$ cat src/rtl/pkt_pkg.sv
// Shared definitions for the buffered packet link: default field widths,
// the packet type enum and the packet record used across node links.
package pkt_pkg;

    localparam int PKT_QOS_W  = 1;
    localparam int PKT_ID_W   = 6;
    localparam int PKT_FLIT_W = 8;
    localparam int TYPE_W     = 2;

    typedef enum logic [TYPE_W-1:0] {
        PKT_REQ  = 2'd0,
        PKT_RESP = 2'd1,
        PKT_WR   = 2'd2,
        PKT_CTRL = 2'd3
    } pkt_type_e;

    typedef struct packed {
        logic [PKT_QOS_W-1:0]  qos;
        pkt_type_e             ptype;
        logic [PKT_ID_W-1:0]   src;
        logic [PKT_ID_W-1:0]   tgt;
        logic [PKT_FLIT_W-1:0] data;
    } pkt_t;

endpackage

$ cat src/rtl/pkt_qos_fifo.sv
// One link channel: separate high/low class FIFOs, QoS selection with a
// bounded-starvation counter for the low class, and a selection lock that
// keeps the presented packet stable while the consumer stalls.
module pkt_qos_fifo
    import pkt_pkg::*;
#(
    parameter int DEPTH      = 4,
    parameter int QOS_W      = 1,
    parameter int ID_W       = 6,
    parameter int FLIT_W     = 8,
    parameter int STARVE_MAX = 3
) (
    input  logic              clk,
    input  logic              rst,
    input  logic              in_vld,
    output logic              in_rdy,
    input  logic [QOS_W-1:0]  in_qos,
    input  logic [TYPE_W-1:0] in_type,
    input  logic [ID_W-1:0]   in_src,
    input  logic [ID_W-1:0]   in_tgt,
    input  logic [FLIT_W-1:0] in_data,
    output logic              out_vld,
    input  logic              out_rdy,
    output logic [QOS_W-1:0]  out_qos,
    output logic [TYPE_W-1:0] out_type,
    output logic [ID_W-1:0]   out_src,
    output logic [ID_W-1:0]   out_tgt,
    output logic [FLIT_W-1:0] out_data,
    output logic              starve_evt
);

    localparam int PTR_W = $clog2(DEPTH);
    localparam int CNT_W = PTR_W + 1;
    localparam int ENT_W = QOS_W + TYPE_W + 2 * ID_W + FLIT_W;
    localparam int STV_W = $clog2(STARVE_MAX + 1);

    localparam logic [PTR_W-1:0] PTR_ONE   = PTR_W'(1);
    localparam logic [PTR_W-1:0] PTR_ZERO  = PTR_W'(0);
    localparam logic [CNT_W-1:0] CNT_ZERO  = CNT_W'(0);
    localparam logic [CNT_W-1:0] DEPTH_C   = CNT_W'(DEPTH);
    localparam logic [STV_W-1:0] STV_ZERO  = STV_W'(0);
    localparam logic [STV_W-1:0] STV_ONE   = STV_W'(1);
    localparam logic [STV_W-1:0] STARVE_C  = STV_W'(STARVE_MAX);
    localparam logic [QOS_W-1:0] QOS_ZERO  = QOS_W'(0);

    logic [ENT_W-1:0] hi_mem_r [DEPTH];
    logic [ENT_W-1:0] lo_mem_r [DEPTH];
    logic [PTR_W-1:0] hi_wp_r, hi_rp_r, lo_wp_r, lo_rp_r;
    logic [CNT_W-1:0] hi_cnt_r, lo_cnt_r;
    logic [STV_W-1:0] starve_r;
    logic             lock_r, lock_hi_r, lock_forced_r;

    logic [ENT_W-1:0] in_ent_s, head_s;
    logic             push_s, push_hi_s, push_lo_s;
    logic             pop_s, pop_hi_s, pop_lo_s;
    logic             sel_hi_s, forced_s;
    logic             hi_any_s, lo_any_s;

    assign hi_any_s  = (hi_cnt_r != CNT_ZERO);
    assign lo_any_s  = (lo_cnt_r != CNT_ZERO);

    // Handshake only looks at registered counts, so in_rdy never depends on in_vld or out_rdy.
    assign in_rdy    = ~rst & (hi_cnt_r < DEPTH_C) & (lo_cnt_r < DEPTH_C);
    assign out_vld   = ~rst & (hi_any_s | lo_any_s);

    assign in_ent_s  = {in_qos, in_type, in_src, in_tgt, in_data};
    assign push_s    = in_vld & in_rdy;
    assign push_hi_s = push_s & (in_qos != QOS_ZERO);
    assign push_lo_s = push_s & (in_qos == QOS_ZERO);
    assign pop_s     = out_vld & out_rdy;
    assign pop_hi_s  = pop_s & sel_hi_s;
    assign pop_lo_s  = pop_s & ~sel_hi_s;

    // Pick the class to present; a locked selection overrides the live QoS decision.
    always_comb begin
        sel_hi_s = 1'b0;
        forced_s = 1'b0;
        if (lock_r) begin
            sel_hi_s = lock_hi_r;
            forced_s = lock_forced_r;
        end else begin
            sel_hi_s = hi_any_s & (~lo_any_s | (starve_r < STARVE_C));
            forced_s = ~sel_hi_s & hi_any_s;
        end
    end

    // Present the head of the selected FIFO.
    always_comb begin
        head_s = lo_mem_r[lo_rp_r];
        if (sel_hi_s) begin
            head_s = hi_mem_r[hi_rp_r];
        end else begin
            head_s = lo_mem_r[lo_rp_r];
        end
    end

    assign {out_qos, out_type, out_src, out_tgt, out_data} = head_s;

    // A low pop only counts as starvation relief if high traffic was waiting when it was chosen.
    assign starve_evt = pop_lo_s & forced_s;

    // Payload storage; contents need no reset because pointers and counts gate visibility.
    always_ff @(posedge clk) begin
        if (push_hi_s) begin
            hi_mem_r[hi_wp_r] <= in_ent_s;
        end
        if (push_lo_s) begin
            lo_mem_r[lo_wp_r] <= in_ent_s;
        end
    end

    // Pointers, counts, starvation counter and selection lock.
    always_ff @(posedge clk) begin
        if (rst) begin
            hi_wp_r       <= PTR_ZERO;
            hi_rp_r       <= PTR_ZERO;
            lo_wp_r       <= PTR_ZERO;
            lo_rp_r       <= PTR_ZERO;
            hi_cnt_r      <= CNT_ZERO;
            lo_cnt_r      <= CNT_ZERO;
            starve_r      <= STV_ZERO;
            lock_r        <= 1'b0;
            lock_hi_r     <= 1'b0;
            lock_forced_r <= 1'b0;
        end else begin
            if (push_hi_s) hi_wp_r <= hi_wp_r + PTR_ONE;
            if (push_lo_s) lo_wp_r <= lo_wp_r + PTR_ONE;
            if (pop_hi_s)  hi_rp_r <= hi_rp_r + PTR_ONE;
            if (pop_lo_s)  lo_rp_r <= lo_rp_r + PTR_ONE;

            hi_cnt_r <= hi_cnt_r + CNT_W'(push_hi_s) - CNT_W'(pop_hi_s);
            lo_cnt_r <= lo_cnt_r + CNT_W'(push_lo_s) - CNT_W'(pop_lo_s);

            if (!lo_any_s || pop_lo_s) begin
                starve_r <= STV_ZERO;
            end else if (pop_hi_s && (starve_r < STARVE_C)) begin
                starve_r <= starve_r + STV_ONE;
            end

            if (pop_s) begin
                lock_r <= 1'b0;
            end else if (out_vld) begin
                lock_r        <= 1'b1;
                lock_hi_r     <= sel_hi_s;
                lock_forced_r <= forced_s;
            end
        end
    end

endmodule

$ cat src/rtl/pkt_link_qbuf.sv
// QoS-aware buffered link stage: NUM_CH independent channels, each a
// pkt_qos_fifo. This level only fans the per-channel ports out.
module pkt_link_qbuf
    import pkt_pkg::*;
#(
    parameter int NUM_CH     = 7,
    parameter int DEPTH      = 4,
    parameter int QOS_W      = 1,
    parameter int ID_W       = 6,
    parameter int FLIT_W     = 8,
    parameter int STARVE_MAX = 3
) (
    input  logic              clk,
    input  logic              rst,
    input  logic              in_vld     [NUM_CH-1:0],
    output logic              in_rdy     [NUM_CH-1:0],
    input  logic [QOS_W-1:0]  in_qos     [NUM_CH-1:0],
    input  logic [TYPE_W-1:0] in_type    [NUM_CH-1:0],
    input  logic [ID_W-1:0]   in_src     [NUM_CH-1:0],
    input  logic [ID_W-1:0]   in_tgt     [NUM_CH-1:0],
    input  logic [FLIT_W-1:0] in_data    [NUM_CH-1:0],
    output logic              out_vld    [NUM_CH-1:0],
    input  logic              out_rdy    [NUM_CH-1:0],
    output logic [QOS_W-1:0]  out_qos    [NUM_CH-1:0],
    output logic [TYPE_W-1:0] out_type   [NUM_CH-1:0],
    output logic [ID_W-1:0]   out_src    [NUM_CH-1:0],
    output logic [ID_W-1:0]   out_tgt    [NUM_CH-1:0],
    output logic [FLIT_W-1:0] out_data   [NUM_CH-1:0],
    output logic              starve_evt [NUM_CH-1:0]
);

    for (genvar g = 0; g < NUM_CH; g++) begin : g_ch
        pkt_qos_fifo #(
            .DEPTH      (DEPTH),
            .QOS_W      (QOS_W),
            .ID_W       (ID_W),
            .FLIT_W     (FLIT_W),
            .STARVE_MAX (STARVE_MAX)
        ) u_fifo (
            .clk        (clk),
            .rst        (rst),
            .in_vld     (in_vld[g]),
            .in_rdy     (in_rdy[g]),
            .in_qos     (in_qos[g]),
            .in_type    (in_type[g]),
            .in_src     (in_src[g]),
            .in_tgt     (in_tgt[g]),
            .in_data    (in_data[g]),
            .out_vld    (out_vld[g]),
            .out_rdy    (out_rdy[g]),
            .out_qos    (out_qos[g]),
            .out_type   (out_type[g]),
            .out_src    (out_src[g]),
            .out_tgt    (out_tgt[g]),
            .out_data   (out_data[g]),
            .starve_evt (starve_evt[g])
        );
    end

endmodule

$ cat config.mk
export PLATFORM = sky130hd
export DESIGN_NAME = pkt_link_qbuf
export DESIGN_NICKNAME = d
export VERILOG_FILES = /design/src/rtl/pkt_pkg.sv /design/src/rtl/pkt_qos_fifo.sv /design/src/rtl/pkt_link_qbuf.sv
export SDC_FILE = /design/constraint.sdc
export NUM_CORES = 1
export LEC_CHECK = 0
export ABC_CLOCK_PERIOD_IN_PS = 7900
export CAP_MARGIN = 0
export CORE_MARGIN = 2
export CORE_UTILIZATION = 55
export CTS_CLUSTER_SIZE = 8
export DETAILED_ROUTE_END_ITERATION = 16
export PLACE_DENSITY_LB_ADDON = 0.15
export SETUP_SLACK_MARGIN = 0.3
export SLEW_MARGIN = 10
export SYNTH_ARGS = -nofsm -noshare
export SYNTH_HDL_FRONTEND = slang
export SYNTH_SLANG_ARGS = --single-unit
$ cat constraint.sdc
create_clock -name clk -period 7.9 [get_ports clk]
set_input_delay 1.185 -clock clk [delete_from_list [all_inputs] [get_ports clk]]
set_output_delay 1.185 -clock clk [all_outputs]
set_load 0.03 [all_outputs]
# Word-level counts from Yosys, hierarchy flattened
# Memory sizes are Yosys's and may differ from the RTL's. A register that Yosys moved wholly into a read port is not among the register bits.
# Index checks and enable logic that the tools add are counted.
[word_totals]
reg_bits = 133
ramBits = 1288
input_bits = 177
out_inout_bits = 182
mem_count = 14
[classes]
add_sub_neg = 63
n_lt_le_gt_ge = 21
mux = 77
n_bitwise = 134
reduce_logical = 56
[memory_table]
columns = ["memory", "depth", "word_bits", "read_ports", "rd_ports_with_merged_regs", "wr", "line", "rtl"]
rows = [
  ["g_ch[0].u_fifo.hi_mem_r", 4, 23, 1, 1, 1, "pkt_qos_fifo.sv:46", "logic [ENT_W-1:0] hi_mem_r [DEPTH];"],
  ["g_ch[0].u_fifo.lo_mem_r", 4, 23, 1, 1, 1, "pkt_qos_fifo.sv:47", "logic [ENT_W-1:0] lo_mem_r [DEPTH];"],
  ["g_ch[1].u_fifo.hi_mem_r", 4, 23, 1, 1, 1, "pkt_qos_fifo.sv:46", ""],
  ["g_ch[1].u_fifo.lo_mem_r", 4, 23, 1, 1, 1, "pkt_qos_fifo.sv:47", ""],
  ["g_ch[2].u_fifo.hi_mem_r", 4, 23, 1, 1, 1, "pkt_qos_fifo.sv:46", ""],
  ["g_ch[2].u_fifo.lo_mem_r", 4, 23, 1, 1, 1, "pkt_qos_fifo.sv:47", ""],
  ["+8 memories", "n/a", "n/a", "n/a", "n/a", "n/a", "n/a", ""],
]
[ops]
columns = ["operator", "count"]
rows = [
  ["23-bit two-way mux", 7],
  ["1-bit bitwise AND", 84],
  ["2-bit by 1-bit adder with 2-bit output (second input constant)", 35],
  ["2-bit two-way mux", 28],
  ["3-bit by 1-bit adder with 3-bit output", 14],
  ["3-bit less-than comparator (second input constant)", 14],
  ["1-bit two-way mux", 42],
  ["3-bit nonzero test", 14],
  ["3-bit by 1-bit subtractor with 3-bit output", 14],
  ["1-bit inverter", 36],
  ["2-bit OR reduction", 14],
  ["2-bit less-than comparator (second input constant)", 7],
  ["1-bit OR", 14],
  ["2-bit AND reduction", 7],
  ["1-bit logical AND", 7],
  ["1-bit logical NOT", 7],
  ["1-bit logical OR", 7],
]

# Depth between registers and ports, before layout
[logic_depth]
depth_word = 9
mapped_depth = 14

# By module
# A second synthesis with hierarchy kept.
[hier_totals]
cells_unflattened = 2767
area_unflattened_um2 = 56756.9
[modules_own_cells]
columns = ["mod", "n_inst", "cells_each", "area_per_inst_um2", "seq_area_each_um2"]
rows = [
  ["pkt_qos_fifo (g_ch[0].u_fifo ...)", 6, 395, 8102.8, 5985.7],
  ["pkt_qos_fifo (g_ch[6].u_fifo)", 1, 397, 8140.3, 5985.7],
]

# Worst setup path after synthesis
# No wires, ideal clock.
[synth_path]
kind = "input port to output port"
startpoint = "input rst"
endpoint = "output out_vld[1] in the netlist's numbering"
arrival_ns = 2.429
required_ns = 6.715
slack_ns = 4.286
stages = 6
path_buffers = 5
path_cell_list = "buf_2 clkbuf_1 clkbuf_1 clkbuf_1 nor2_1 buf_4"
[synth_via]
elab_chain_len = 2
[synth_rtl]
columns = ["item", "line", "rtl"]
rows = [
  ["start, declared", "pkt_link_qbuf.sv:14", "input logic rst,"],
  ["1-bit inverter", "pkt_qos_fifo.sv:64", "assign out_vld = ~rst & (hi_any_s | lo_any_s);"],
  ["1-bit bitwise AND", "pkt_qos_fifo.sv:64", ""],
  ["end, declared", "pkt_link_qbuf.sv:22", "output logic out_vld [NUM_CH-1:0],"],
]
# Every way passes these cells.

==> flow_summary_export.csv <==
group,metric,value,unit
outcome,status,"finished, final reports clean",
cts,cts_max_level,4,
synthesis,yosys_warnings,0,
sta,fin_crit_sh,62.1,%
sta,rsz0062_at_grt,"false",
floorplan,die_x,325,um
detailed_routing,drc,0,
finish,drive_gt1_share,23.0,%
finish,instances_no_fill,4781,
cts,cts_tree,"yes",
placed_design,dp_cells,4477,
min_path,min_from,"g_ch[5].u_fifo.lo_rp_r[1]",
finish,fillCellCount,6772,
synthesis,syn_inst,2847,
sta,setup_viol,0,
cts,postCtsSetupRepairBufs,0,
power_and_ir_drop,p_sw,7.25,mW
cts,clk_latency,790,ps
synthesis,synth_enable_flop_cells,1288,
worst_setup_path,timing.rr.start,"g_ch[0].u_fifo.lo_cnt_r[1]",
synthesis,synth.avg_cell_area,20.0,um^2
flow_run,cap_violations,0,
worst_setup_path,slowest_delay,670,ps
power_and_ir_drop,p_per_area,352,mW/mm^2
cts,cts_resized,0,
power_and_ir_drop,power.share.sequential,38.2,%
sta,tightest_slew,974,ps
placed_design,place_hpwl,67.8,mm
global_route,antenna_found_initial,14,
floorplan,fp-row-count,117,
min_path,min_path_cells,1,
cts,ctsHoldBuffers,0,
sta,hold-worst-slack,454,ps
worst_setup_path,setup.worst_path.start,"g_ch[4].u_fifo.lo_cnt_r[1]",
power_and_ir_drop,combPwrFrac,29.8,%
global_route,grt_usage,22.6,%
power_and_ir_drop,p_int,16.5,mW
worst_setup_path,r2r_slack,4260,ps
finish,synthToLayoutAreaGrowth,18.6,%
sta,clock-skew-final,29.4,ps
detailed_routing,wl_per_cell,24.6,um
finish,multi_input_area,0.0139,mm^2
detailed_routing,ant_nets,0,
cts,cts-root-buf,"clkbuf_16",
synthesis,syn_area,0.0568,mm^2
worst_setup_path,endpoint_kind,"output port",
cts,clockBufferDepth,3,
cts,clkSinkCount,1449,
synthesis,synthDistinctLibCells,53,
sta,max_freq,204,MHz
worst_setup_path,crit_path_cell_trace,"or3_4 > a311oi_4 > buf_4 > mux2_2 > clkdlybuf4s50_1",
placed_design,io_buffers,358,
sta,fin_setup_tns,0,ps
finish,fin_nets,3587,
power_and_ir_drop,vdd_drop_max,288,uV
worst_setup_path,cp-start-kind,"flip-flop",
synthesis,ys.flop_type,"edfxtp_1",
sta,hold_viol_final,0,
worst_setup_path,required,6710,ps
sta,slew_viol_final,0,
synthesis,syn_nets,3124,
placed_design,place_congestion,0.741,
floorplan,num_io_pins,359,
cts,clk_pin_slew,50,ps
worst_setup_path,r2r_cells,12,
synthesis,yosysSeqAreaShare,73.7,%
floorplan,dieArea,0.106,mm^2
finish,ff_latch_area,0.0419,mm^2
floorplan,core-area,0.102,mm^2
detailed_routing,vias,27700,
global_route,grt_start_max_net_pins,113,
floorplan,die_height,325,um
global_route,grt_pass1_wl,180,mm
worst_setup_path,critical_path_class,"reg2out",
global_route,first_global_vias,30000,
worst_setup_path,cp_max_fo,23,
sta,worst_slack,3000,ps
detailed_routing,finalWirelength,118,mm
power_and_ir_drop,swShare,30.6,%
sta,fin_crit,4900,ps
synthesis,ys_seq_elements,1449,
worst_setup_path,worst_r2r_endpoint,"g_ch[0].u_fifo.lo_cnt_r[2]",
min_path,min_path_type,"reg2reg",
power_and_ir_drop,clockPowerShare,31.9,%
worst_setup_path,cp_slowest_cell,"a311oi_4",
detailed_routing,first_pass_iters,5,
cts,numCtsBuffers,199,
floorplan,start_util,55.6,%
worst_setup_path,cp.arrival,3720,ps
synthesis,synth-async-reset-ratio,0,%
detailed_routing,first_iter_violations,2115,
global_route,gr-total-overflow,0,
detailed_routing,via_per_inst,5.79,
power_and_ir_drop,p_leak,22.0,nW
placed_design,dp_slack,3260,ps
sta,max-slew-margin-rel,35.1,%
## through the flow
step	instance area, um^2	util, %	power [mW]
floorplan	56800	-	13.9
global placement	61800	60.5	16.2
detailed placement	61800	60.5	16.3
CTS	67400	66.0	24.0
global route	67400	66.0	24.7
finish	67400	66.0	23.7
## cell families after synthesis
family | share of synthesized area, %
DFF | 73.7
AOI/OAI and AO/OA | 1.39
xor gates and xnor gates | 0.724
and+or+nand+nor | 3.40
adders and majority gates | 2.39
buffers and inverters | 1.89
muxes | 16.5
## layer usage
| metal | share of wire, % | track usage (%) | vias up |
|---|---|---|---|
| met1 | 39 | 28.1 | 14500 |
| met3 | 6.0 | 5.30 | 191 |
| met4 | 2.2 | 7.58 | 14 |
| li1 | - | - | 12200 |
| met5 | 0.067 | 0 | - |
| met2 | 52 | 39.2 | 760 |
## layout make-up
cell class	instances	area share [%]
Clock buffer	283	7.89
Inverter	82	0.457
Timing Repair Buffer	416	5.98
Tap cell	1368	2.54
Sequential cell	1449	62.2
Clock inverter	14	0.342
Multi-Input combinational cell	1162	20.6
Antenna cell	7	0.0260
## state kept, by name, summed over array words and instances (netlist names), named ones only
name                       count
g_ch.u_fifo.hi_mem_r         644
g_ch.u_fifo.starve_r          14
g_ch.u_fifo.lock_forced_r      7
g_ch.u_fifo.lo_rp_r           14
g_ch.u_fifo.lock_r             7
g_ch.u_fifo.lo_cnt_r          21
g_ch.u_fifo.lo_mem_r         644
g_ch.u_fifo.lock_hi_r          7
g_ch.u_fifo.hi_wp_r           14
g_ch.u_fifo.hi_cnt_r          21
g_ch.u_fifo.lo_wp_r           14
g_ch.u_fifo.hi_rp_r           14
## critical path: cells and delay by family (launching register included)
kind                   cells  cell delay [ps]
buffers and inverters      2             1100
AO/OA/AOI/OAI              1              670
AND/OR/NAND/NOR            1              430
multiplexers               1              380
flip-flops                 1              340
## power groups by stage
stage          registers, mW  logic [mW]  clock network (mW)
6_report                9.06        7.07                7.57
5_1_grt                 9.11        7.49                8.06
4_1_cts                 9.07        7.17                7.72
3_5_place_dp            9.21        7.13                   0
3_3_place_gp            9.18        7.02                   0
2_1_floorplan           9.01        4.87                   0
## cells in the mapped netlist, drive strengths merged, types with 25 or more instances
library cell | instances | area share, %
a21oi | 32 | 0.28
and2 | 59 | 0.65
buf | 84 | 0.89
clkbuf | 70 | 0.46
dfxtp | 161 | 5.7
edfxtp | 1288 | 68
ha | 86 | 1.9
inv | 82 | 0.54
mux2 | 138 | 2.7
mux2i | 56 | 0.99
mux4 | 322 | 13
nand2 | 111 | 0.74
nor2 | 93 | 0.61
nor2b | 30 | 0.33
nor3 | 36 | 0.34
o21ai | 25 | 0.22
xnor2 | 40 | 0.62
## cells in the final DEF (no fill, tap or decap), drive strengths merged, types with 9 or more instances in the layout
cell type	instances
nand3	10
clkdlybuf4s50	357
mux4	322
buf	59
xnor2	40
a32oi	9
a21oi	32
or3	12
fa	14
nor2b	30
edfxtp	1288
dfxtp	161
inv	87
nand2b	11
and2	59
clkinv	9
o21ai	25
mux2i	56
clkbuf	283
ha	86
nor3	36
nand2	111
nor2	93
mux2	138
## how the worst max path moves through the flow
stage	to	slack (ps)	cells after the start
3_5_place_dp	starve_evt[2]	3260	7
4_1_cts	out_qos[4]	2920	5
3_3_place_gp	starve_evt[2]	3330	7
5_1_grt	starve_evt[0]	2760	5
6_report	out_qos[4]	3000	5
2_1_floorplan	out_vld[1]	4290	6
Note: power is estimated with default switching activity, not from simulation.
